<file path="src/rtl/spgd_update_ctrl.sv">
// spgd_update_ctrl: SPGD loop datapath controller.
// Captures J+/J-, forms the gradient step, updates the control word U with
// saturation, drives the DAC mux, and generates the perturbation sign.
// Build option: define SPGD_RANDOM_PERT_EN to draw the sign from a 16-bit
// LFSR; otherwise the sign toggles on every committed update.
//
// state   | meaning
// --------+------------------------------------------------
// ST_IDLE | waiting for fsm_u_wrt
// ST_S1   | register dj = j_plus - j_minus
// ST_S2   | register step = (+/-dj) >>> gain_shift
// ST_S3   | commit saturated U, pulse u_valid, advance sign
module spgd_update_ctrl #(
  parameter int DW  = 14,
  parameter int SHW = 4
) (
  input  logic                 adc_clk,
  input  logic                 adc_rstn,
  input  logic signed [DW-1:0] adc_dat,
  input  logic                 fsm_jp_wrt,
  input  logic                 fsm_jm_wrt,
  input  logic                 fsm_u_wrt,
  input  logic                 fsm_reg_rst,
  input  logic [1:0]           fsm_dac_sel,
  input  logic [DW-1:0]        pert_amp,
  input  logic [SHW-1:0]       gain_shift,
  output logic signed [DW-1:0] dac_dat,
  output logic signed [DW-1:0] u_out,
  output logic signed [DW-1:0] j_plus,
  output logic signed [DW-1:0] j_minus,
  output logic                 pert_sign,
  output logic                 u_valid,
  output logic                 busy,
  output logic                 sat,
  output logic                 overrun
);

  localparam logic [1:0] ST_IDLE = 2'd0;
  localparam logic [1:0] ST_S1   = 2'd1;
  localparam logic [1:0] ST_S2   = 2'd2;
  localparam logic [1:0] ST_S3   = 2'd3;

  localparam logic signed [DW-1:0] U_MAX   = {1'b0, {(DW-1){1'b1}}};
  localparam logic signed [DW-1:0] U_MIN   = {1'b1, {(DW-1){1'b0}}};
  localparam logic signed [DW+1:0] SUM_MAX = {3'b000, {(DW-1){1'b1}}};
  localparam logic signed [DW+1:0] SUM_MIN = {3'b111, {(DW-1){1'b0}}};
  localparam logic signed [DW:0]   DAC_MAX = {2'b00, {(DW-1){1'b1}}};
  localparam logic signed [DW:0]   DAC_MIN = {2'b11, {(DW-1){1'b0}}};
  localparam logic [DW-1:0]        AMP_MASK = {1'b0, {(DW-1){1'b1}}};

  logic [1:0]           state;
  logic [1:0]           state_next;
  logic signed [DW:0]   dj;
  logic signed [DW:0]   step;
  logic signed [DW:0]   dj_next;
  logic signed [DW:0]   dj_signed;
  logic signed [DW:0]   step_next;
  logic signed [DW+1:0] u_sum;
  logic signed [DW-1:0] u_clip;
  logic                 u_clip_hit;
  logic signed [DW:0]   delta;
  logic signed [DW:0]   dac_add;
  logic signed [DW:0]   dac_sum;
  logic signed [DW-1:0] dac_next;
  logic                 dac_clip_hit;
  logic                 commit;
  logic                 sign_next;

  assign busy   = (state != ST_IDLE);
  assign commit = (state == ST_S3);

  // Next-state logic; S3 can accept a fresh request straight away.
  always_comb begin
    state_next = state;
    case (state)
      ST_IDLE: if (fsm_u_wrt) state_next = ST_S1;
      ST_S1:   state_next = ST_S2;
      ST_S2:   state_next = ST_S3;
      ST_S3:   state_next = fsm_u_wrt ? ST_S1 : ST_IDLE;
      default: state_next = ST_IDLE;
    endcase
  end

  // Gradient arithmetic and saturated U sum.
  always_comb begin
    dj_next    = {j_plus[DW-1], j_plus} - {j_minus[DW-1], j_minus};
    dj_signed  = pert_sign ? -dj : dj;
    step_next  = dj_signed >>> gain_shift;
    u_sum      = {{2{u_out[DW-1]}}, u_out} + {step[DW], step};
    u_clip     = u_sum[DW-1:0];
    u_clip_hit = 1'b0;
    if (u_sum > SUM_MAX) begin
      u_clip     = U_MAX;
      u_clip_hit = 1'b1;
    end else if (u_sum < SUM_MIN) begin
      u_clip     = U_MIN;
      u_clip_hit = 1'b1;
    end
  end

  // DAC mux: off, U +/- s*delta with clipping, or U.
  always_comb begin
    delta        = {1'b0, pert_amp & AMP_MASK};
    dac_add      = '0;
    dac_sum      = '0;
    dac_next     = '0;
    dac_clip_hit = 1'b0;
    case (fsm_dac_sel)
      2'b00: dac_next = '0;
      2'b11: dac_next = u_out;
      default: begin
        if (fsm_dac_sel == 2'b01) dac_add = pert_sign ? -delta : delta;
        else                      dac_add = pert_sign ? delta : -delta;
        dac_sum  = {u_out[DW-1], u_out} + dac_add;
        dac_next = dac_sum[DW-1:0];
        if (dac_sum > DAC_MAX) begin
          dac_next     = U_MAX;
          dac_clip_hit = 1'b1;
        end else if (dac_sum < DAC_MIN) begin
          dac_next     = U_MIN;
          dac_clip_hit = 1'b1;
        end
      end
    endcase
  end

`ifdef SPGD_RANDOM_PERT_EN
  logic [15:0] lfsr;
  logic        lfsr_fb;
  assign lfsr_fb   = lfsr[15] ^ lfsr[13] ^ lfsr[12] ^ lfsr[10];
  assign sign_next = lfsr_fb;

  // Perturbation LFSR, one shift per committed update.
  always_ff @(posedge adc_clk or negedge adc_rstn) begin
    if (!adc_rstn)   lfsr <= 16'hACE1;
    else if (commit) lfsr <= {lfsr[14:0], lfsr_fb};
  end
`else
  assign sign_next = ~pert_sign;
`endif

  // FSM, pipeline registers, U commit and sign advance.
  always_ff @(posedge adc_clk or negedge adc_rstn) begin
    if (!adc_rstn) begin
      state     <= ST_IDLE;
      dj        <= '0;
      step      <= '0;
      u_out     <= '0;
      u_valid   <= 1'b0;
      pert_sign <= 1'b0;
    end else begin
      state   <= state_next;
      u_valid <= commit;
      if (state == ST_S1) dj   <= dj_next;
      if (state == ST_S2) step <= step_next;
      if (commit) begin
        u_out     <= u_clip;
        pert_sign <= sign_next;
      end
    end
  end

  // Metric capture; register clear wins over the strobes.
  always_ff @(posedge adc_clk or negedge adc_rstn) begin
    if (!adc_rstn) begin
      j_plus  <= '0;
      j_minus <= '0;
    end else if (fsm_reg_rst) begin
      j_plus  <= '0;
      j_minus <= '0;
    end else begin
      if (fsm_jp_wrt) j_plus  <= adc_dat;
      if (fsm_jm_wrt) j_minus <= adc_dat;
    end
  end

  // Registered DAC output and sticky status flags.
  always_ff @(posedge adc_clk or negedge adc_rstn) begin
    if (!adc_rstn) begin
      dac_dat <= '0;
      sat     <= 1'b0;
      overrun <= 1'b0;
    end else begin
      dac_dat <= dac_next;
      if (dac_clip_hit || (commit && u_clip_hit)) sat <= 1'b1;
      if (fsm_u_wrt && (state == ST_S1 || state == ST_S2)) overrun <= 1'b1;
    end
  end

endmodule

</file>
<file path="config.mk">
export PLATFORM = sky130hd
export DESIGN_NAME = spgd_update_ctrl
export DESIGN_NICKNAME = d
export VERILOG_FILES = /design/src/rtl/spgd_update_ctrl.sv
export SDC_FILE = /design/constraint.sdc
export NUM_CORES = 1
export LEC_CHECK = 0
export ABC_CLOCK_PERIOD_IN_PS = 7200
export CAP_MARGIN = 30
export CORE_AREA = 2 2 157 159
export CTS_CLUSTER_DIAMETER = 200
export DETAILED_ROUTE_END_ITERATION = 8
export DIE_AREA = 0 0 159 161
export GPL_TIMING_DRIVEN = 1
export PLACE_DENSITY_LB_ADDON = 0.3
export SLEW_MARGIN = 20
export SYNTH_ARGS = -nofsm -noshare
export SYNTH_HDL_FRONTEND = slang
export SYNTH_SLANG_ARGS = --single-unit
</file>
<file path="constraint.sdc">
create_clock -name adc_clk -period 7.2 [get_ports adc_clk]
set_clock_uncertainty 0.2 [all_clocks]
set_input_delay 0.72 -clock adc_clk [delete_from_list [all_inputs] [get_ports adc_clk]]
set_output_delay 0.72 -clock adc_clk [all_outputs]
set_load 0.005 [all_outputs]
</file>
==> key figures <==
Run status
  – Status: finished clean

Critical path
  – Most frequent CP cell: o21ai_0
  – Reg2reg setup slack: 2.29 ns
  – CP max stage delay: 0.57 ns
  – WP data required: 7.26 ns
  – Crit-path max FO: 10
  – Critical-path cell list: clkdlybuf4s50_1 -> inv_1 -> ha_1 -> xnor2_1 -> nand2_1 -> o21ai_0 -> fa_1 -> a21o_1 -> a21oi_1 -> o21ai_0 -> a31oi_1 -> a31o_2 -> xnor2_2 -> nand3b_1 -> o211ai_1
  – CP Data Arrival Time: 5.19 ns
  – CP Launch Type: input pin
  – Setup crit end kind: flop
  – Slowest cell on crit path: xnor2_1
  – CP Class: input pin to flop

GRT
  – Total track usage: 0.1363
  – Remaining global-route overflow: 0
  – Vias in the first global route: 5772
  – Initial antenna violation count: 0
  – Largest net degree at the start of global routing: 64
  – First-pass GRT wire length: 28.97 mm

Synthesis
  – Synth top area share: 0.3251
  – Gate Count Post-Synth: 787
  – Cell Area, Synth: 7082 um2
  – Most used DFF post-synth: dfrtp_1
  – Netlist cell types: 71
  – Number of synthesized flops with an enable pin: 0
  – Syn. warnings: 0
  – Synthesized area per cell: 8.998 um2
  – Async set-or-reset flop fraction in the synthesized netlist: 1.000
  – Synth area leaders: dfrtp_1, ha_1, mux2i_1
  – Leading area contributor after synthesis: dfrtp_1
  – Post-synthesis net count: 886
  – Sequential share of the synthesized area: 0.3251
  – #FFs+latches synth: 92

CTS
  – Resize count post-CTS: 0
  – Clock Sinks: 92
  – Clock transition at path regs: 0.08 ns
  – Total CTS buffers: 9
  – # Post-CTS Setup Buffers: 0
  – CTS max path bufs: 2
  – CTS tree: built
  – H-tree lvl count: 3
  – Clk_lat worst skew: 0.35 ns
  – CTS root buf: clkbuf_16
  – # hold bufs at CTS: 0

Detailed routing
  – Drt total wl: 17.26 mm
  – Via count: 5883
  – Drt wl/cell: 14.42 um
  – First-pass iteration count of the detailed router: 4
  – First DRT Iteration DRCs: 231
  – DR DRC count: 0
  – Vias per inst: 4.915
  – Antenna Nets Post-Route: 0

Power
  – VDD IR-drop max: 0.2199 mV
  – Total Power: 4.422 mW
  – Pleak: 3.692 nW
  – PwrDens: 508.4 nW/um2

Floorplanning
  – Die Footprint: 25600 um2
  – I/O Pins: 101
  – Y dimension of the die: 161 um
  – Row cnt: 57
  – Initial core utilization: 0.2955
  – Core ar.: 23960 um2
  – Die width: 159 um

Finish
  – Fin nets: 967
  – Most common cell after layout, fill and taps aside: clkdlybuf4s50_1
  – Area Growth Syn to Fin: 22.81%
  – Share of cells above drive strength 1: 0.06186
  – Ant diodes: 0
  – Final Instance Count excl. Fillers: 1197
  – Most frequent cells in the layout: clkdlybuf4s50_1, dfrtp_1, nor2_1, ha_1, a21oi_1
  – Filler Cells Inserted: 2510
  – Finished Core Util: 0.3629

Placement
  – Gpl congestion: 0.8283
  – PortBufs: 99
  – Detailed placement HPWL: 13.22 mm
  – Placed cell count: 1179

STA
  – Post-route clock period utilization: 0.7127
  – Max-slew violations: 0
  – RSZ-0062 raised after global routing: no
  – Final setup vio count: 0
  – Fin crit period: 5.131 ns
  – Max_slew headroom: 0.3895
  – Fin Setup TNS: 0 ns
  – Fmax: 194.9 MHz
  – Hold Violations, Final: 0
  – Worst Max-Slew Pin Slew: 0.9128 ns
  – WHS: 0.07969 ns

Flow run
  – MaxCap Viol Count: 0

Worst hold path
  – Hold Path Class: input pin to asynchronous set/reset pin
logic make-up (layout without fill, tap and decap cells):
group,Yosys count,count (layout),synth area share
and+or+nand+nor,224,224,0.1466
AOI/OAI and AO/OA,209,209,0.1979
DFF,92,92,0.3251
buffers and inverters,80,166,0.04505
muxes,67,67,0.1055
adders and majority gates,59,59,0.1074
xor gates and xnor gates,56,56,0.07244
critical path, delay by kind of cell:
family / cells / cell delay [ns]
AND/OR/NAND/NOR: 2 / 0.58
adder cells (fa/ha/maj): 2 / 0.55
XOR/XNOR: 2 / 1.07
AO/OA/AOI/OAI: 7 / 1.73
buffers and inverters: 2 / 0.53
routing by layer:
layer  wire length, um  global-route usage  vias to the layer above
li1                  -                   -                     3011
met1              8310              0.1828                     2731
met2              8089              0.2277                      122
met3               644             0.02542                       19
met4               218             0.03430                        0
met5                 0                   0                        -
registers in the layout (all words and copies together), names as in the netlist, 2 cells and up:
| register | flops |
|---|---|
| dac_dat | 14 |
| j_minus | 14 |
| u_out | 14 |
| dj | 15 |
| j_plus | 14 |
| state | 2 |
| step | 15 |
worst paths after layout:
kind / from / to / depth (start not counted)
worst max-delay path: fsm_dac_sel[1] / dac_dat[2] / 15
worst min-delay path: adc_rstn / dac_dat[7] / 1
worst max register to register: pert_sign / dac_dat[2] / 11
worst min register to register: overrun / overrun / 1
max in group asynchronous: adc_rstn / j_minus[13] / 2
min in group adc_clk: overrun / overrun / 1
metrics by stage:
step | setup slack [ns] | instance area, um2
after floorplan | 3.094 | 7082
after global placement | 1.678 | 8356
after detailed placement | 1.761 | 8356
after CTS | 2.093 | 8667
after global routing | 1.658 | 8697
final | 2.069 | 8697
where the power goes:
group | internal, mW | switching, mW | total [mW]
Clock | 0.289 | 0.215 | 0.504
Sequential | 0.720 | 0.229 | 0.949
Combinational | 1.35 | 1.62 | 2.97
Yosys cell counts (all sizes together) (14+ instances only):
cell type and n:
o31ai 14, nor2 87, xor2 24, clkbuf 24
mux2 15, dfrtp 92, o21ai 41, mux2i 48
ha 56, a21oi 52, nand2 50, inv 43
xnor2 32, a31oi 17, nor3 19
final cells by class:
type / instances / area (um2) / area share
clock buffer: 11 / 252.7 / 0.02906
clock inverter: 5 / 58.81 / 0.006762
inverter: 45 / 168.9 / 0.01942
multi-input combinational: 615 / 4461 / 0.5129
sequential: 92 / 2302 / 0.2647
tap: 324 / 405.4 / 0.04661
timing repair buffer: 105 / 1049 / 0.1206
Note: power is estimated with default switching activity, not from simulation.
